## src/rtl/snake_pkg.sv

```systemverilog
// Shared constants for the snake design: direction encoding, PS/2 set-2 scan codes
// and the receiver's bit-level FSM state encoding.
package snake_pkg;

    localparam logic [1:0] DIR_UP    = 2'b00;
    localparam logic [1:0] DIR_RIGHT = 2'b01;
    localparam logic [1:0] DIR_DOWN  = 2'b10;
    localparam logic [1:0] DIR_LEFT  = 2'b11;

    localparam logic [7:0] SC_E0  = 8'hE0;
    localparam logic [7:0] SC_F0  = 8'hF0;
    localparam logic [7:0] SC_ESC = 8'h76;

    localparam logic [7:0] SC_W = 8'h1D;
    localparam logic [7:0] SC_D = 8'h23;
    localparam logic [7:0] SC_S = 8'h1B;
    localparam logic [7:0] SC_A = 8'h1C;

    // Arrow keys arrive with an E0 prefix.
    localparam logic [7:0] SC_ARROW_UP    = 8'h75;
    localparam logic [7:0] SC_ARROW_RIGHT = 8'h74;
    localparam logic [7:0] SC_ARROW_DOWN  = 8'h72;
    localparam logic [7:0] SC_ARROW_LEFT  = 8'h6B;

    localparam logic RX_IDLE  = 1'b0;
    localparam logic RX_SHIFT = 1'b1;

endpackage

```

## src/rtl/ps2_frame_rx.sv

```systemverilog
// PS/2 frame receiver: synchronizer, registered falling-edge strobe, bit FSM,
// odd-parity/stop check and inter-edge timeout. Strobes are combinational from flops.
module ps2_frame_rx
    import snake_pkg::*;
#(
    parameter int SYNC_STAGES    = 2,
    parameter int TIMEOUT_CYCLES = 200000
) (
    input  logic       clk,
    input  logic       rst,
    input  logic       ps2_clk,
    input  logic       ps2_data,
    output logic [7:0] data_byte,
    output logic       byte_valid,
    output logic       frame_err
);

    localparam int CW = $clog2(TIMEOUT_CYCLES + 1);

    logic [SYNC_STAGES-1:0] clk_sync;
    logic [SYNC_STAGES-1:0] dat_sync;
    logic                   clk_prev;
    logic                   fall_q;
    logic                   dat_q;
    logic                   state;
    logic [3:0]             bit_cnt;
    logic [8:0]             shreg;
    logic [CW-1:0]          cnt;

    logic clk_s;
    logic dat_s;
    logic stop_edge;
    logic frame_ok;
    logic timeout;

    assign clk_s = clk_sync[SYNC_STAGES-1];
    assign dat_s = dat_sync[SYNC_STAGES-1];

    // Data is delayed alongside the registered edge strobe so it is sampled at the same point.
    always_ff @(posedge clk or posedge rst) begin
        if (rst) begin
            clk_sync <= '1;
            dat_sync <= '1;
            clk_prev <= 1'b1;
            fall_q   <= 1'b0;
            dat_q    <= 1'b1;
        end else begin
            clk_sync[0] <= ps2_clk;
            dat_sync[0] <= ps2_data;
            for (int i = 1; i < SYNC_STAGES; i++) begin
                clk_sync[i] <= clk_sync[i-1];
                dat_sync[i] <= dat_sync[i-1];
            end
            clk_prev <= clk_s;
            fall_q   <= clk_prev & ~clk_s;
            dat_q    <= dat_s;
        end
    end

    assign stop_edge  = fall_q && (state == RX_SHIFT) && (bit_cnt == 4'd9);
    assign frame_ok   = (^shreg) && dat_q;
    assign timeout    = (state == RX_SHIFT) && !fall_q && (cnt == CW'(TIMEOUT_CYCLES));
    assign data_byte  = shreg[7:0];
    assign byte_valid = stop_edge && frame_ok;
    assign frame_err  = (stop_edge && !frame_ok) || timeout;

    // bit_cnt 0..7 are data, 8 is parity, 9 is the stop bit.
    always_ff @(posedge clk or posedge rst) begin
        if (rst) begin
            state   <= RX_IDLE;
            bit_cnt <= 4'd0;
            shreg   <= 9'd0;
            cnt     <= '0;
        end else if (fall_q) begin
            cnt <= '0;
            if (state == RX_IDLE) begin
                if (!dat_q) begin
                    state   <= RX_SHIFT;
                    bit_cnt <= 4'd0;
                end
            end else if (bit_cnt < 4'd9) begin
                shreg   <= {dat_q, shreg[8:1]};
                bit_cnt <= bit_cnt + 4'd1;
            end else begin
                state <= RX_IDLE;
            end
        end else if (state == RX_SHIFT) begin
            if (cnt == CW'(TIMEOUT_CYCLES)) begin
                state <= RX_IDLE;
                cnt   <= '0;
            end else begin
                cnt <= cnt + CW'(1);
            end
        end else begin
            cnt <= '0;
        end
    end

endmodule

```

## src/rtl/ps2_direction_decoder.sv

```systemverilog
// PS/2 keyboard to snake direction decoder: byte-level E0/F0 handling and
// registered dir, dir_valid, esc and frame_err outputs.
module ps2_direction_decoder
    import snake_pkg::*;
#(
    parameter int SYNC_STAGES    = 2,
    parameter int TIMEOUT_CYCLES = 200000
) (
    input  logic       clk,
    input  logic       rst,
    input  logic       PS2CLK,
    input  logic       PS2Data,
    output logic [1:0] dir,
    output logic       dir_valid,
    output logic       esc,
    output logic       frame_err
);

    logic [7:0] data_byte;
    logic       byte_valid;
    logic       rx_err;
    logic       ext;
    logic       brk;

    ps2_frame_rx #(
        .SYNC_STAGES   (SYNC_STAGES),
        .TIMEOUT_CYCLES(TIMEOUT_CYCLES)
    ) u_rx (
        .clk       (clk),
        .rst       (rst),
        .ps2_clk   (PS2CLK),
        .ps2_data  (PS2Data),
        .data_byte (data_byte),
        .byte_valid(byte_valid),
        .frame_err (rx_err)
    );

    always_ff @(posedge clk or posedge rst) begin
        if (rst) begin
            dir       <= DIR_RIGHT;
            dir_valid <= 1'b0;
            esc       <= 1'b0;
            frame_err <= 1'b0;
            ext       <= 1'b0;
            brk       <= 1'b0;
        end else begin
            dir_valid <= 1'b0;
            frame_err <= rx_err;
            if (byte_valid) begin
                if (data_byte == SC_E0) begin
                    ext <= 1'b1;
                end else if (data_byte == SC_F0) begin
                    brk <= 1'b1;
                end else begin
                    ext <= 1'b0;
                    brk <= 1'b0;
                    // Releases only matter for ESC; direction keys are edge-triggered on make.
                    if (brk) begin
                        if (data_byte == SC_ESC) esc <= 1'b0;
                    end else if (ext) begin
                        case (data_byte)
                            SC_ARROW_UP:    begin dir <= DIR_UP;    dir_valid <= 1'b1; end
                            SC_ARROW_RIGHT: begin dir <= DIR_RIGHT; dir_valid <= 1'b1; end
                            SC_ARROW_DOWN:  begin dir <= DIR_DOWN;  dir_valid <= 1'b1; end
                            SC_ARROW_LEFT:  begin dir <= DIR_LEFT;  dir_valid <= 1'b1; end
                            default: ;
                        endcase
                    end else begin
                        case (data_byte)
                            SC_W:    begin dir <= DIR_UP;    dir_valid <= 1'b1; end
                            SC_D:    begin dir <= DIR_RIGHT; dir_valid <= 1'b1; end
                            SC_S:    begin dir <= DIR_DOWN;  dir_valid <= 1'b1; end
                            SC_A:    begin dir <= DIR_LEFT;  dir_valid <= 1'b1; end
                            SC_ESC:  esc <= 1'b1;
                            default: ;
                        endcase
                    end
                end
            end
        end
    end

endmodule

```

## config.mk

```make
export PLATFORM = sky130hd
export DESIGN_NAME = ps2_direction_decoder
export DESIGN_NICKNAME = d
export VERILOG_FILES = /design/src/rtl/snake_pkg.sv /design/src/rtl/ps2_frame_rx.sv /design/src/rtl/ps2_direction_decoder.sv
export SDC_FILE = /design/constraint.sdc
export NUM_CORES = 1
export LEC_CHECK = 0
export BUFFER_PORTS_ARGS = -buffer_cell sky130_fd_sc_hd__buf_2
export CORE_UTILIZATION = 37
export CTS_CLUSTER_SIZE = 30
export DETAILED_ROUTE_END_ITERATION = 7
export GPL_ROUTABILITY_DRIVEN = 0
export GPL_TIMING_DRIVEN = 0
export PLACE_DENSITY = 0.54
export SLEW_MARGIN = 10
export SYNTH_ARGS = -nofsm -noshare
export SYNTH_HDL_FRONTEND = slang
export SYNTH_SLANG_ARGS = --single-unit
```

## constraint.sdc

```tcl
create_clock -name clk -period 4.6 [get_ports clk]
set_clock_uncertainty 0.1 [all_clocks]
set_input_delay 1.15 -clock clk [delete_from_list [all_inputs] [get_ports clk]]
set_output_delay 1.15 -clock clk [all_outputs]
set_load 0.005 [all_outputs]
```

==> flow_results.xml, run 1 <==
<?xml version="1.0" encoding="UTF-8"?>
<metrics>
  <group name="pwr">
    <metric name="switching_power_as_a_share_of_total_power" unit="%">32.3</metric>
    <metric name="p_seq_share" unit="%">48.6</metric>
    <metric name="pwr_density_cell" unit="nW/um^2">409</metric>
    <metric name="net_switching_component_of_the_power" unit="mW">0.341</metric>
    <metric name="combPwrFrac" unit="%">27.5</metric>
    <metric name="max-vdd-ir-drop" unit="uV">243</metric>
    <metric name="proportion_of_power_drawn_by_the_clock_network" unit="%">23.9</metric>
    <metric name="cellInternalPower" unit="mW">0.715</metric>
    <metric name="leakage" unit="nW">1.17</metric>
  </group>
  <group name="yosys">
    <metric name="ys_warn_count" unit="">0</metric>
    <metric name="ys_types" unit="">38</metric>
    <metric name="register_area_share_after_synthesis" unit="%">49.7</metric>
    <metric name="post_synth.cell_area_avg" unit="sq um">10.4</metric>
    <metric name="edff_count_synth" unit="">0</metric>
    <metric name="number_of_storage_elements_in_the_synthesis_netlist" unit="">46</metric>
    <metric name="synthDominantCellAreaShare" unit="%">41.8</metric>
    <metric name="synthTopCellsByCount" unit="">39 x sky130_fd_sc_hd__dfrtp_1, 27 x sky130_fd_sc_hd__nor2_1, 22 x sky130_fd_sc_hd__nand2_1, 19 x sky130_fd_sc_hd__ha_1, 16 x sky130_fd_sc_hd__inv_1</metric>
    <metric name="netlist_instances" unit="">224</metric>
    <metric name="synth-main-ff-cell" unit="">sky130_fd_sc_hd__dfrtp_1</metric>
    <metric name="synth_top_cells_by_area" unit="">sky130_fd_sc_hd__dfrtp_1 42%, sky130_fd_sc_hd__ha_1 10%, sky130_fd_sc_hd__dfstp_2 7.9%</metric>
    <metric name="synthesis.area" unit="sq um">2340</metric>
    <metric name="ys_async_sr_fraction" unit="%">100</metric>
    <metric name="synth.net_count" unit="">247</metric>
    <metric name="post-synth-top-count-cell" unit="">sky130_fd_sc_hd__dfrtp_1</metric>
    <metric name="synth_top_cell_by_area" unit="">sky130_fd_sc_hd__dfrtp_1</metric>
  </group>
  <group name="routing">
    <metric name="vias" unit="">1583</metric>
    <metric name="initialDrtViolationCount" unit="">55</metric>
    <metric name="wire_per_inst" unit="microns">12.8</metric>
    <metric name="drc" unit="">0</metric>
    <metric name="first_pass_iters" unit="">4</metric>
    <metric name="met2WireLength" unit="microns">1870</metric>
    <metric name="vias_per_cell" unit="">5.01</metric>
    <metric name="route.top_layer_used" unit="">met4</metric>
    <metric name="drtAntennaViolNets" unit="">0</metric>
    <metric name="wl_met3" unit="microns">118</metric>
    <metric name="wl_met1" unit="microns">2010</metric>
    <metric name="routed_wl" unit="microns">4060</metric>
  </group>
  <group name="timing">
    <metric name="final.period_utilization" unit="%">52.9</metric>
    <metric name="timing.max_slew.rel_slack" unit="%">55.7</metric>
    <metric name="finalHoldViolCount" unit="">0</metric>
    <metric name="setup-violations-final" unit="">0</metric>
    <metric name="maxClockFrequency" unit="GHz">0.411</metric>
    <metric name="worst-slew-pin-transition" unit="ns">0.659</metric>
    <metric name="setup_repair_after_global_routing_missed_its_margin" unit="">no</metric>
    <metric name="final.hold.worst_slack" unit="ns">0.258</metric>
    <metric name="totalNegativeSetupSlack" unit="ns">0</metric>
    <metric name="period_needed" unit="ns">2.43</metric>
    <metric name="final_max_slew_viol_count" unit="">0</metric>
  </group>
  <group name="worst_setup_path">
    <metric name="critical_path.reg2reg.endpoint" unit="">dir[1]$_DFFE_PP0P_</metric>
    <metric name="timing.critical_path.to" unit="">dir[1]$_DFFE_PP0P_</metric>
    <metric name="crit_path_max_incr_delay" unit="ns">0.41</metric>
    <metric name="crit_path_top_delay_cell" unit="">sky130_fd_sc_hd__dfrtp_1</metric>
    <metric name="crit_path_start" unit="">u_rx.shreg[1]$_DFFE_PP0P_</metric>
    <metric name="worst_path_dominant_cell_family" unit="">XOR/XNOR gates</metric>
    <metric name="worst_r2r_path_depth" unit="">8</metric>
    <metric name="cp_data_arrival_time" unit="ns">2.52</metric>
    <metric name="timing.critical_path.fanout_max" unit="">8</metric>
    <metric name="path_depth" unit="">8</metric>
    <metric name="cp_cell_sequence" unit="">inv_1 &gt; ha_1 &gt; xnor3_1 &gt; xnor2_1 &gt; and3_1 &gt; buf_6 &gt; and4_4 &gt; mux2_4</metric>
    <metric name="cp_data_required_time" unit="ns">4.68</metric>
    <metric name="cp_num_buf_inv" unit="">2</metric>
    <metric name="worst_r2r_startpoint" unit="">u_rx.shreg[1]$_DFFE_PP0P_</metric>
    <metric name="critPathKind" unit="">reg2reg</metric>
    <metric name="timing.critical_path.from_type" unit="">register</metric>
    <metric name="r2r_setup_slack" unit="ns">2.17</metric>
    <metric name="critical_path.endpoint_type" unit="">register</metric>
  </group>
  <group name="clock_tree">
    <metric name="cts_made_buffers" unit="">5</metric>
    <metric name="worst_setup_hold_path_clk_slew" unit="ns">0.08</metric>
    <metric name="clock_tree_root_buffer_cell" unit="">sky130_fd_sc_hd__clkbuf_8</metric>
    <metric name="cts_num_sinks" unit="">46</metric>
    <metric name="cts_repair_resize_count" unit="">0</metric>
    <metric name="cts.path.max_buffers" unit="">2</metric>
    <metric name="h-tree-depth" unit="">2</metric>
    <metric name="post-cts-setup-buffer-count" unit="">0</metric>
    <metric name="postCtsHoldBufs" unit="">0</metric>
    <metric name="clock_tree_from_tritoncts" unit="">yes</metric>
    <metric name="worstSkewPairLatency" unit="ns">0.29</metric>
  </group>
  <group name="global_route">
    <metric name="antenna_violations_before_repair" unit="">0</metric>
    <metric name="grt.overflow.total" unit="">0</metric>
    <metric name="globalRouteTotalUtil" unit="%">14.5</metric>
    <metric name="first_pass_grt_wire_length" unit="microns">7270</metric>
    <metric name="grt_start_max_net_pins" unit="">38</metric>
    <metric name="grt_pass1_vias" unit="">1559</metric>
  </group>
  <group name="placement">
    <metric name="dp_hpwl" unit="microns">2950</metric>
    <metric name="io_buffers" unit="">8</metric>
  </group>
  <group name="hold_path">
    <metric name="hold_path.class" unit="">reg2reg</metric>
  </group>
  <group name="status">
    <metric name="status" unit="">finished clean</metric>
  </group>
  <group name="die">
    <metric name="core_region_area" unit="sq um">5990</metric>
    <metric name="dieHeight" unit="microns">81.5</metric>
    <metric name="initial_core_util" unit="%">39.0</metric>
    <metric name="die_width" unit="microns">81.5</metric>
    <metric name="rows" unit="">28</metric>
    <metric name="floorplan.die_area" unit="sq um">6630</metric>
    <metric name="ios" unit="">9</metric>
  </group>
  <group name="job">
    <metric name="count_of_max_cap_constraint_violations" unit="">0</metric>
  </group>
  <group name="finish">
    <metric name="num-fill-cells" unit="">577</metric>
    <metric name="syn_to_final_growth" unit="%">10.5</metric>
    <metric name="design.final.nets" unit="">263</metric>
    <metric name="antenna_cells_inserted" unit="">0</metric>
    <metric name="fraction_of_layout_instances_using_a_drive_strength_above_1" unit="%">14.1</metric>
  </group>
</metrics>
==> registers in the layout, summed over array words and instances, names as in the netlist <==
signal and count:
u_rx.dat_sync 2, u_rx.dat_q 1, u_rx.cnt 18, ext 1, brk 1, u_rx.clk_prev 1
u_rx.fall_q 1, esc 1, frame_err 1, u_rx.shreg 9, u_rx.bit_cnt 4, u_rx.state 1
dir 2, dir_valid 1, u_rx.clk_sync 2
==> logic make-up after synthesis <==
group           after synthesis  synth area share, %
simple gates                 91                 19.3
flops                        46                 49.7
compound gates               24                 6.91
xor+xnor                     20                 8.09
buf+inv                      20                 3.59
fa+ha+maj                    19                 10.2
mux                           4                 2.25
==> layer usage <==
metal  track usage [%]  vias up
met4              5.36        0
met2              22.6       19
met3              3.44        5
met5                 0        -
li1                  -      801
met1              19.6      758
==> stage by stage <==
step                instance area [sq um]  instances  utilization (%)  setup slack (ns)  power (mW)
floorplan                            2340        224                -              2.27       0.744
global placement                     2470        307             41.2              1.58       0.812
detailed placement                   2490        308             41.6              2.18       0.815
CTS                                  2580        316             43.1              2.16        1.08
global route                         2580        316             43.1              2.04        1.14
finish                               2580        316             43.1              2.17        1.06
==> power groups by stage <==
| stage | Sequential [mW] | Clock [mW] | Combinational (mW) |
|---|---|---|---|
| global placement | 0.521 | 0 | 0.291 |
| floorplan | 0.508 | 0 | 0.236 |
| global route | 0.524 | 0.280 | 0.333 |
| finish | 0.513 | 0.252 | 0.291 |
| CTS | 0.513 | 0.265 | 0.297 |
| detailed placement | 0.521 | 0 | 0.294 |
==> how the worst min path moves through the flow <==
| stage | from | endpoint | slack (ns) | cells after the start |
|---|---|---|---|---|
| 2_1_floorplan | u_rx.clk_sync[0]$_DFF_PP1_ | u_rx.clk_sync[1]$_DFF_PP1_ | 0.25 | 0 |
| 3_3_place_gp | u_rx.dat_sync[1]$_DFF_PP1_ | u_rx.dat_q$_DFF_PP1_ | 0.25 | 0 |
| 3_5_place_dp | u_rx.dat_sync[0]$_DFF_PP1_ | u_rx.dat_sync[1]$_DFF_PP1_ | 0.25 | 0 |
| 4_1_cts | u_rx.dat_sync[0]$_DFF_PP1_ | u_rx.dat_sync[1]$_DFF_PP1_ | 0.26 | 0 |
| 5_1_grt | u_rx.dat_sync[0]$_DFF_PP1_ | u_rx.dat_sync[1]$_DFF_PP1_ | 0.26 | 0 |
| 6_report | u_rx.clk_sync[0]$_DFF_PP1_ | u_rx.clk_sync[1]$_DFF_PP1_ | 0.26 | 0 |
==> area by class of cell <==
cell class,count,area [sq um],share of cell area (%)
clock inverters,1,5.00,0.194
multi-input cells,158,1090,42.3
well taps,75,93.8,3.64
repair buffers,9,60.1,2.33
plain buffers,4,23.8,0.921
clock buffers,7,86.3,3.34
inverters,16,60.1,2.33
flip-flops and latches,46,1160,44.9
==> cell usage in the layout, fill, tap and decap left out, types with 2 or more instances in the layout <==
cell                       netlist  routed
sky130_fd_sc_hd__mux2_4          2       2
sky130_fd_sc_hd__nand2_1        22      22
sky130_fd_sc_hd__ha_1           19      19
sky130_fd_sc_hd__mux2_2          2       2
sky130_fd_sc_hd__a31oi_1         2       2
sky130_fd_sc_hd__nand3_1        11      11
sky130_fd_sc_hd__nor3b_1         2       2
sky130_fd_sc_hd__clkbuf_1        2       3
sky130_fd_sc_hd__nor2_1         27      27
sky130_fd_sc_hd__buf_2           1       9
sky130_fd_sc_hd__dfstp_2         7       7
sky130_fd_sc_hd__a41oi_1         4       4
sky130_fd_sc_hd__nand4_1         9       9
sky130_fd_sc_hd__inv_1          16      15
sky130_fd_sc_hd__nor2b_1         2       2
sky130_fd_sc_hd__clkbuf_8        0       6
sky130_fd_sc_hd__xnor2_1         8       8
sky130_fd_sc_hd__a21oi_1         3       3
sky130_fd_sc_hd__dfrtp_1        39      39
sky130_fd_sc_hd__xor2_1         11      11
sky130_fd_sc_hd__nor4_1          4       4
sky130_fd_sc_hd__o21ai_0         9       9
sky130_fd_sc_hd__and3_1          6       6
No activity file was read; power rests on OpenSTA's default activity.
==> run 2, diff against run 1 <==
Clock period 4.6 ns to 2.4 ns, I/O delays scaled along.
==> flow_results.xml, run 2 (synthesis results as in run 1) <==
<?xml version="1.0" encoding="UTF-8"?>
<metrics>
  <group name="status">
    <metric name="status" unit="">finished clean</metric>
  </group>
  <group name="worst_setup_path">
    <metric name="worst_r2r_path_depth" unit="">6</metric>
    <metric name="cp_data_required_time" unit="ns">2.48</metric>
    <metric name="critical_path.endpoint_type" unit="">register</metric>
    <metric name="critical_path.reg2reg.endpoint" unit="">dir[1]$_DFFE_PP0P_</metric>
    <metric name="crit_path_top_delay_cell" unit="">sky130_fd_sc_hd__dfrtp_1</metric>
    <metric name="r2r_setup_slack" unit="ns">0.1</metric>
    <metric name="timing.critical_path.from_type" unit="">register</metric>
    <metric name="crit_path_max_incr_delay" unit="ns">0.42</metric>
    <metric name="timing.critical_path.fanout_max" unit="">8</metric>
    <metric name="cp_data_arrival_time" unit="ns">2.38</metric>
    <metric name="worst_r2r_startpoint" unit="">u_rx.shreg[5]$_DFFE_PP0P_</metric>
    <metric name="critPathKind" unit="">reg2reg</metric>
    <metric name="cp_cell_sequence" unit="">ha_1 &gt; xnor3_1 &gt; xnor2_2 &gt; and3_4 &gt; and4_4 &gt; mux2_4</metric>
  </group>
  <group name="finish">
    <metric name="syn_to_final_growth" unit="%">12.7</metric>
    <metric name="largest-register" unit="">u_rx.cnt</metric>
    <metric name="most-common-layout-cells" unit="">39 x sky130_fd_sc_hd__dfrtp_1, 27 x sky130_fd_sc_hd__nor2_1, 22 x sky130_fd_sc_hd__nand2_1</metric>
    <metric name="layoutNonFillerInstCount" unit="">320</metric>
    <metric name="antenna_cells_inserted" unit="">0</metric>
    <metric name="fraction_of_layout_instances_using_a_drive_strength_above_1" unit="%">17.1</metric>
    <metric name="num-fill-cells" unit="">572</metric>
    <metric name="design.final.nets" unit="">267</metric>
    <metric name="largest_reg_flops" unit="">18</metric>
    <metric name="biggestRegsByFlops" unit="">u_rx.cnt: 18 flops, u_rx.shreg: 9 flops, u_rx.bit_cnt: 4 flops</metric>
    <metric name="mostFrequentLayoutCell" unit="">sky130_fd_sc_hd__dfrtp_1</metric>
    <metric name="final_util" unit="%">43.9</metric>
  </group>
  <group name="timing">
    <metric name="final.period_utilization" unit="%">95.8</metric>
    <metric name="final_max_slew_viol_count" unit="">0</metric>
    <metric name="finalHoldViolCount" unit="">0</metric>
    <metric name="setup_repair_after_global_routing_missed_its_margin" unit="">no</metric>
    <metric name="worst-slew-pin-transition" unit="ns">0.658</metric>
    <metric name="timing.max_slew.rel_slack" unit="%">55.7</metric>
    <metric name="setup-violations-final" unit="">0</metric>
    <metric name="maxClockFrequency" unit="GHz">0.435</metric>
    <metric name="period_needed" unit="ns">2.30</metric>
  </group>
  <group name="die">
    <metric name="initial_core_util" unit="%">39.0</metric>
    <metric name="floorplan.die_area" unit="sq um">6630</metric>
    <metric name="ios" unit="">9</metric>
    <metric name="rows" unit="">28</metric>
    <metric name="core_region_area" unit="sq um">5990</metric>
    <metric name="die_width" unit="microns">81.5</metric>
    <metric name="dieHeight" unit="microns">81.5</metric>
  </group>
  <group name="clock_tree">
    <metric name="clock_tree_root_buffer_cell" unit="">sky130_fd_sc_hd__clkbuf_8</metric>
    <metric name="cts_made_buffers" unit="">5</metric>
    <metric name="worst_setup_hold_path_clk_slew" unit="ns">0.08</metric>
    <metric name="clock_tree_from_tritoncts" unit="">yes</metric>
    <metric name="worstSkewPairLatency" unit="ns">0.29</metric>
    <metric name="cts.path.max_buffers" unit="">2</metric>
    <metric name="postCtsHoldBufs" unit="">0</metric>
    <metric name="cts_num_sinks" unit="">46</metric>
    <metric name="h-tree-depth" unit="">2</metric>
  </group>
  <group name="placement">
    <metric name="count_of_placed_standard_cells_including_taps" unit="">308</metric>
    <metric name="io_buffers" unit="">8</metric>
    <metric name="dp_hpwl" unit="microns">2950</metric>
  </group>
  <group name="global_route">
    <metric name="antenna_violations_before_repair" unit="">0</metric>
    <metric name="globalRouteTotalUtil" unit="%">14.5</metric>
    <metric name="first_pass_grt_wire_length" unit="microns">7250</metric>
    <metric name="grt.overflow.total" unit="">0</metric>
    <metric name="grt_start_max_net_pins" unit="">38</metric>
    <metric name="grt_pass1_vias" unit="">1567</metric>
  </group>
  <group name="routing">
    <metric name="drtAntennaViolNets" unit="">0</metric>
    <metric name="vias_per_cell" unit="">5.00</metric>
    <metric name="drc" unit="">0</metric>
    <metric name="initialDrtViolationCount" unit="">55</metric>
    <metric name="wire_per_inst" unit="microns">12.8</metric>
    <metric name="routed_wl" unit="microns">4100</metric>
    <metric name="vias" unit="">1599</metric>
    <metric name="first_pass_iters" unit="">4</metric>
  </group>
  <group name="job">
    <metric name="count_of_max_cap_constraint_violations" unit="">0</metric>
  </group>
  <group name="pwr">
    <metric name="pwr_density_cell" unit="nW/um^2">821</metric>
    <metric name="max-vdd-ir-drop" unit="uV">506</metric>
    <metric name="leakage" unit="nW">1.19</metric>
  </group>
  <group name="hold_path">
    <metric name="hold_path.class" unit="">in2async</metric>
  </group>
</metrics>
## run 2: cell types whose count changed in the layout (fill, tap and decap cells not counted)
cell                      delta
sky130_fd_sc_hd__buf_4       +5
sky130_fd_sc_hd__buf_6       -1
sky130_fd_sc_hd__ha_4        +1
sky130_fd_sc_hd__xnor2_1     -1
sky130_fd_sc_hd__and3_1      -1
sky130_fd_sc_hd__inv_1       -1
sky130_fd_sc_hd__xnor2_2     +1
sky130_fd_sc_hd__inv_2       +1
sky130_fd_sc_hd__and3_4      +1
sky130_fd_sc_hd__ha_1        -1
## run 2: worst max-delay path: cells and delay by family (launching register included)
family        cells  cell delay (ns)
simple gates      2             0.50
flops             1             0.42
mux               1             0.29
fa+ha+maj         1             0.28
xor+xnor          2             0.59
## run 2: timing repair
action,in CTS,in global routing
pin swaps,0,4
endpoints found under the setup margin,2,2
setup buffers,2,3
gates resized for setup,0,4
endpoints found under the hold margin,0,0
## run 2: worst max-delay path by stage
stage	slack [ns]	cells past startpoint	end	startpoint
2_1_floorplan	0.14	8	dir[1]$_DFFE_PP0P_	u_rx.shreg[1]$_DFFE_PP0P_
3_3_place_gp	-0.07	2	u_rx.bit_cnt[2]$_DFFE_PP0P_	rst
3_5_place_dp	-0.02	8	dir[1]$_DFFE_PP0P_	u_rx.shreg[1]$_DFFE_PP0P_
4_1_cts	0.01	8	dir[1]$_DFFE_PP0P_	u_rx.shreg[6]$_DFFE_PP0P_
5_1_grt	0.02	7	dir[1]$_DFFE_PP0P_	u_rx.shreg[4]$_DFFE_PP0P_
6_report	0.1	6	dir[1]$_DFFE_PP0P_	u_rx.shreg[5]$_DFFE_PP0P_
## run 2: final cells by class
| cell class | count | area (sq um) | area share (%) |
|---|---|---|---|
| Inverter | 16 | 60.1 | 2.28 |
| Clock buffer | 7 | 86.3 | 3.28 |
| Buffer | 3 | 12.5 | 0.475 |
| Timing Repair Buffer | 14 | 97.6 | 3.71 |
| Multi-Input combinational cell | 158 | 1120 | 42.4 |
| Clock inverter | 1 | 5.00 | 0.190 |
| Sequential cell | 46 | 1160 | 44.1 |
| Tap cell | 75 | 93.8 | 3.56 |
## run 2: per-stage QoR
stage	power (mW)	hold slack [ns]	area [sq um]	setup TNS (ns)	setup slack, ns
2_1_floorplan	1.43	0.245	2340	0	0.141
3_3_place_gp	1.56	0.246	2470	-2.80	-0.0745
3_5_place_dp	1.56	0.248	2490	-0.0234	-0.0234
4_1_cts	2.07	0.123	2600	0	0.0104
5_1_grt	2.32	0.130	2630	0	0.0233
6_report	2.16	0.120	2630	0	0.0999
## run 2: per-layer routing
| layer | global-route usage (%) | vias up | wire length [microns] |
|---|---|---|---|
| met5 | 0 | - | 0 |
| met4 | 5.36 | 0 | 53 |
| met3 | 3.44 | 5 | 116 |
| met2 | 22.6 | 17 | 1900 |
| met1 | 19.5 | 767 | 2040 |
| li1 | - | 810 | - |
## run 2: power breakdown
part / leakage [nW] / internal [mW] / switching, mW
clock network: 0.0482 / 0.233 / 0.252
registers: 0.604 / 0.879 / 0.0967
logic: 0.538 / 0.357 / 0.345
total: 1.19 / 1.47 / 0.694
==> run 3, diff against run 2 <==
Settings changed: CORE_UTILIZATION 37 to 55, PLACE_DENSITY 0.54 to 0.74.
==> flow_results.xml, run 3 (synthesis results as in run 1) <==
<?xml version="1.0" encoding="UTF-8"?>
<metrics>
  <group name="global_route">
    <metric name="antenna_violations_before_repair" unit="">0</metric>
    <metric name="globalRouteTotalUtil" unit="%">20.5</metric>
    <metric name="grt.overflow.total" unit="">0</metric>
    <metric name="grt_pass1_vias" unit="">1566</metric>
    <metric name="first_pass_grt_wire_length" unit="microns">6720</metric>
    <metric name="grt_start_max_net_pins" unit="">37</metric>
  </group>
  <group name="worst_setup_path">
    <metric name="cp_data_required_time" unit="ns">2.48</metric>
    <metric name="worst_path_dominant_cell_family" unit="">XOR/XNOR gates</metric>
    <metric name="critical_path.endpoint_type" unit="">register</metric>
    <metric name="cp_data_arrival_time" unit="ns">2.43</metric>
    <metric name="crit_path_top_delay_cell" unit="">sky130_fd_sc_hd__dfrtp_1</metric>
    <metric name="timing.critical_path.from_type" unit="">register</metric>
    <metric name="timing.critical_path.fanout_max" unit="">4</metric>
    <metric name="cp_num_buf_inv" unit="">1</metric>
    <metric name="r2r_setup_slack" unit="ns">0.05</metric>
    <metric name="worst_r2r_path_depth" unit="">7</metric>
    <metric name="cp_cell_sequence" unit="">ha_1 &gt; xnor3_1 &gt; xnor2_1 &gt; and3_1 &gt; buf_6 &gt; and4_4 &gt; mux2_4</metric>
    <metric name="critical_path.reg2reg.endpoint" unit="">dir[1]$_DFFE_PP0P_</metric>
    <metric name="crit_path_max_incr_delay" unit="ns">0.42</metric>
    <metric name="worst_r2r_startpoint" unit="">u_rx.shreg[5]$_DFFE_PP0P_</metric>
    <metric name="critPathKind" unit="">reg2reg</metric>
  </group>
  <group name="pwr">
    <metric name="switching_power_as_a_share_of_total_power" unit="%">31.8</metric>
    <metric name="max-vdd-ir-drop" unit="uV">479</metric>
    <metric name="leakage" unit="nW">1.22</metric>
    <metric name="cellInternalPower" unit="mW">1.45</metric>
    <metric name="combPwrFrac" unit="%">31.8</metric>
    <metric name="proportion_of_power_drawn_by_the_clock_network" unit="%">22.5</metric>
    <metric name="p_seq_share" unit="%">45.7</metric>
    <metric name="net_switching_component_of_the_power" unit="mW">0.676</metric>
    <metric name="pwr_density_cell" unit="nW/um^2">808</metric>
  </group>
  <group name="clock_tree">
    <metric name="cts_num_sinks" unit="">46</metric>
    <metric name="worst_setup_hold_path_clk_slew" unit="ns">0.09</metric>
    <metric name="h-tree-depth" unit="">2</metric>
    <metric name="cts.path.max_buffers" unit="">2</metric>
    <metric name="cts_made_buffers" unit="">5</metric>
    <metric name="worstSkewPairLatency" unit="ns">0.30</metric>
    <metric name="clock_tree_from_tritoncts" unit="">yes</metric>
    <metric name="clock_tree_root_buffer_cell" unit="">sky130_fd_sc_hd__clkbuf_8</metric>
  </group>
  <group name="finish">
    <metric name="largest_reg_flops" unit="">18</metric>
    <metric name="biggestRegsByFlops" unit="">u_rx.cnt: 18 flops, u_rx.shreg: 9 flops, u_rx.bit_cnt: 4 flops</metric>
    <metric name="antenna_cells_inserted" unit="">0</metric>
    <metric name="design.final.nets" unit="">274</metric>
    <metric name="most-common-layout-cells" unit="">39 x sky130_fd_sc_hd__dfrtp_1, 27 x sky130_fd_sc_hd__nor2_1, 22 x sky130_fd_sc_hd__nand2_1</metric>
    <metric name="layoutNonFillerInstCount" unit="">302</metric>
    <metric name="syn_to_final_growth" unit="%">12.7</metric>
    <metric name="largest-register" unit="">u_rx.cnt</metric>
    <metric name="mostFrequentLayoutCell" unit="">sky130_fd_sc_hd__dfrtp_1</metric>
    <metric name="final_util" unit="%">65.3</metric>
    <metric name="fraction_of_layout_instances_using_a_drive_strength_above_1" unit="%">18.3</metric>
  </group>
  <group name="timing">
    <metric name="timing.max_slew.rel_slack" unit="%">59.6</metric>
    <metric name="worst-slew-pin-transition" unit="ns">0.600</metric>
    <metric name="maxClockFrequency" unit="GHz">0.426</metric>
    <metric name="finalHoldViolCount" unit="">0</metric>
    <metric name="final_max_slew_viol_count" unit="">0</metric>
    <metric name="setup-violations-final" unit="">0</metric>
    <metric name="final.period_utilization" unit="%">97.7</metric>
    <metric name="period_needed" unit="ns">2.35</metric>
  </group>
  <group name="die">
    <metric name="die_width" unit="microns">67.2</metric>
    <metric name="floorplan.die_area" unit="sq um">4510</metric>
    <metric name="core_region_area" unit="sq um">4030</metric>
    <metric name="rows" unit="">23</metric>
    <metric name="ios" unit="">9</metric>
    <metric name="initial_core_util" unit="%">58.0</metric>
    <metric name="dieHeight" unit="microns">67.2</metric>
  </group>
  <group name="placement">
    <metric name="count_of_placed_standard_cells_including_taps" unit="">283</metric>
    <metric name="io_buffers" unit="">8</metric>
    <metric name="dp_hpwl" unit="microns">2830</metric>
  </group>
  <group name="routing">
    <metric name="first_pass_iters" unit="">4</metric>
    <metric name="vias_per_cell" unit="">5.42</metric>
    <metric name="vias" unit="">1638</metric>
    <metric name="wire_per_inst" unit="microns">13.2</metric>
    <metric name="drc" unit="">0</metric>
    <metric name="initialDrtViolationCount" unit="">103</metric>
    <metric name="drtAntennaViolNets" unit="">0</metric>
    <metric name="routed_wl" unit="microns">4000</metric>
  </group>
  <group name="hold_path">
    <metric name="hold_path.class" unit="">in2async</metric>
  </group>
  <group name="job">
    <metric name="count_of_max_cap_constraint_violations" unit="">0</metric>
  </group>
  <group name="status">
    <metric name="status" unit="">finished clean</metric>
  </group>
</metrics>
==> run 3: layout make-up <==
class | instances | area (sq um)
Timing Repair Buffer | 20 | 143
Sequential cell | 46 | 1160
Multi-Input combinational cell | 158 | 1090
Buffer | 4 | 23.8
Fill cell | 336 | 1400
Clock buffer | 7 | 86.3
Tap cell | 50 | 62.6
Inverter | 16 | 60.1
Clock inverter | 1 | 5.00
==> run 3: stage by stage <==
stage          setup slack (ns)  setup TNS [ns]  total power, mW  hold WS, ns  instance area, sq um
2_1_floorplan             0.141               0             1.43        0.245                  2340
3_3_place_gp           -0.00362        -0.00362             1.54        0.246                  2440
3_5_place_dp           0.000519               0             1.56        0.247                  2460
4_1_cts                  0.0377               0             2.06        0.125                  2570
5_1_grt                -0.00918        -0.00918             2.27        0.133                  2630
6_report                 0.0548               0             2.13        0.126                  2630
==> run 3: how the worst max path moves through the flow <==
stage | endpoint | from | slack, ns | cells past startpoint
2_1_floorplan | dir[1]$_DFFE_PP0P_ | u_rx.shreg[1]$_DFFE_PP0P_ | 0.14 | 8
3_3_place_gp | dir[1]$_DFFE_PP0P_ | u_rx.shreg[1]$_DFFE_PP0P_ | -0.004 | 8
3_5_place_dp | dir[1]$_DFFE_PP0P_ | u_rx.shreg[1]$_DFFE_PP0P_ | 0.0005 | 8
4_1_cts | dir[1]$_DFFE_PP0P_ | u_rx.shreg[0]$_DFFE_PP0P_ | 0.04 | 8
5_1_grt | dir[1]$_DFFE_PP0P_ | u_rx.shreg[4]$_DFFE_PP0P_ | -0.009 | 8
6_report | dir[1]$_DFFE_PP0P_ | u_rx.shreg[5]$_DFFE_PP0P_ | 0.05 | 7
==> run 3: timing repair <==
action | 4_1_cts | 5_1_grt
pin swaps | 0 | 3
endpoints found under the setup margin | 1 | 2
hold buffers | 0 | 0
setup buffers | 3 | 8
resized for setup | 0 | 1
==> run 3: routing by layer <==
metal / wire length (microns) / vias to the layer above / GRT usage (%)
li1: - / 824 / -
met1: 1850 / 779 / 23.7
met2: 1910 / 24 / 35.8
met3: 117 / 11 / 4.56
met4: 115 / 0 / 9.84
met5: 0 / - / 0
==> run 3: power groups by stage <==
stage               Combinational (mW)  Sequential (mW)  Clock [mW]
floorplan                        0.453            0.974           0
global placement                 0.540            0.996           0
detailed placement               0.557             1.00           0
CTS                              0.593            0.975       0.496
global route                     0.755            0.990       0.523
finish                           0.677            0.971       0.478
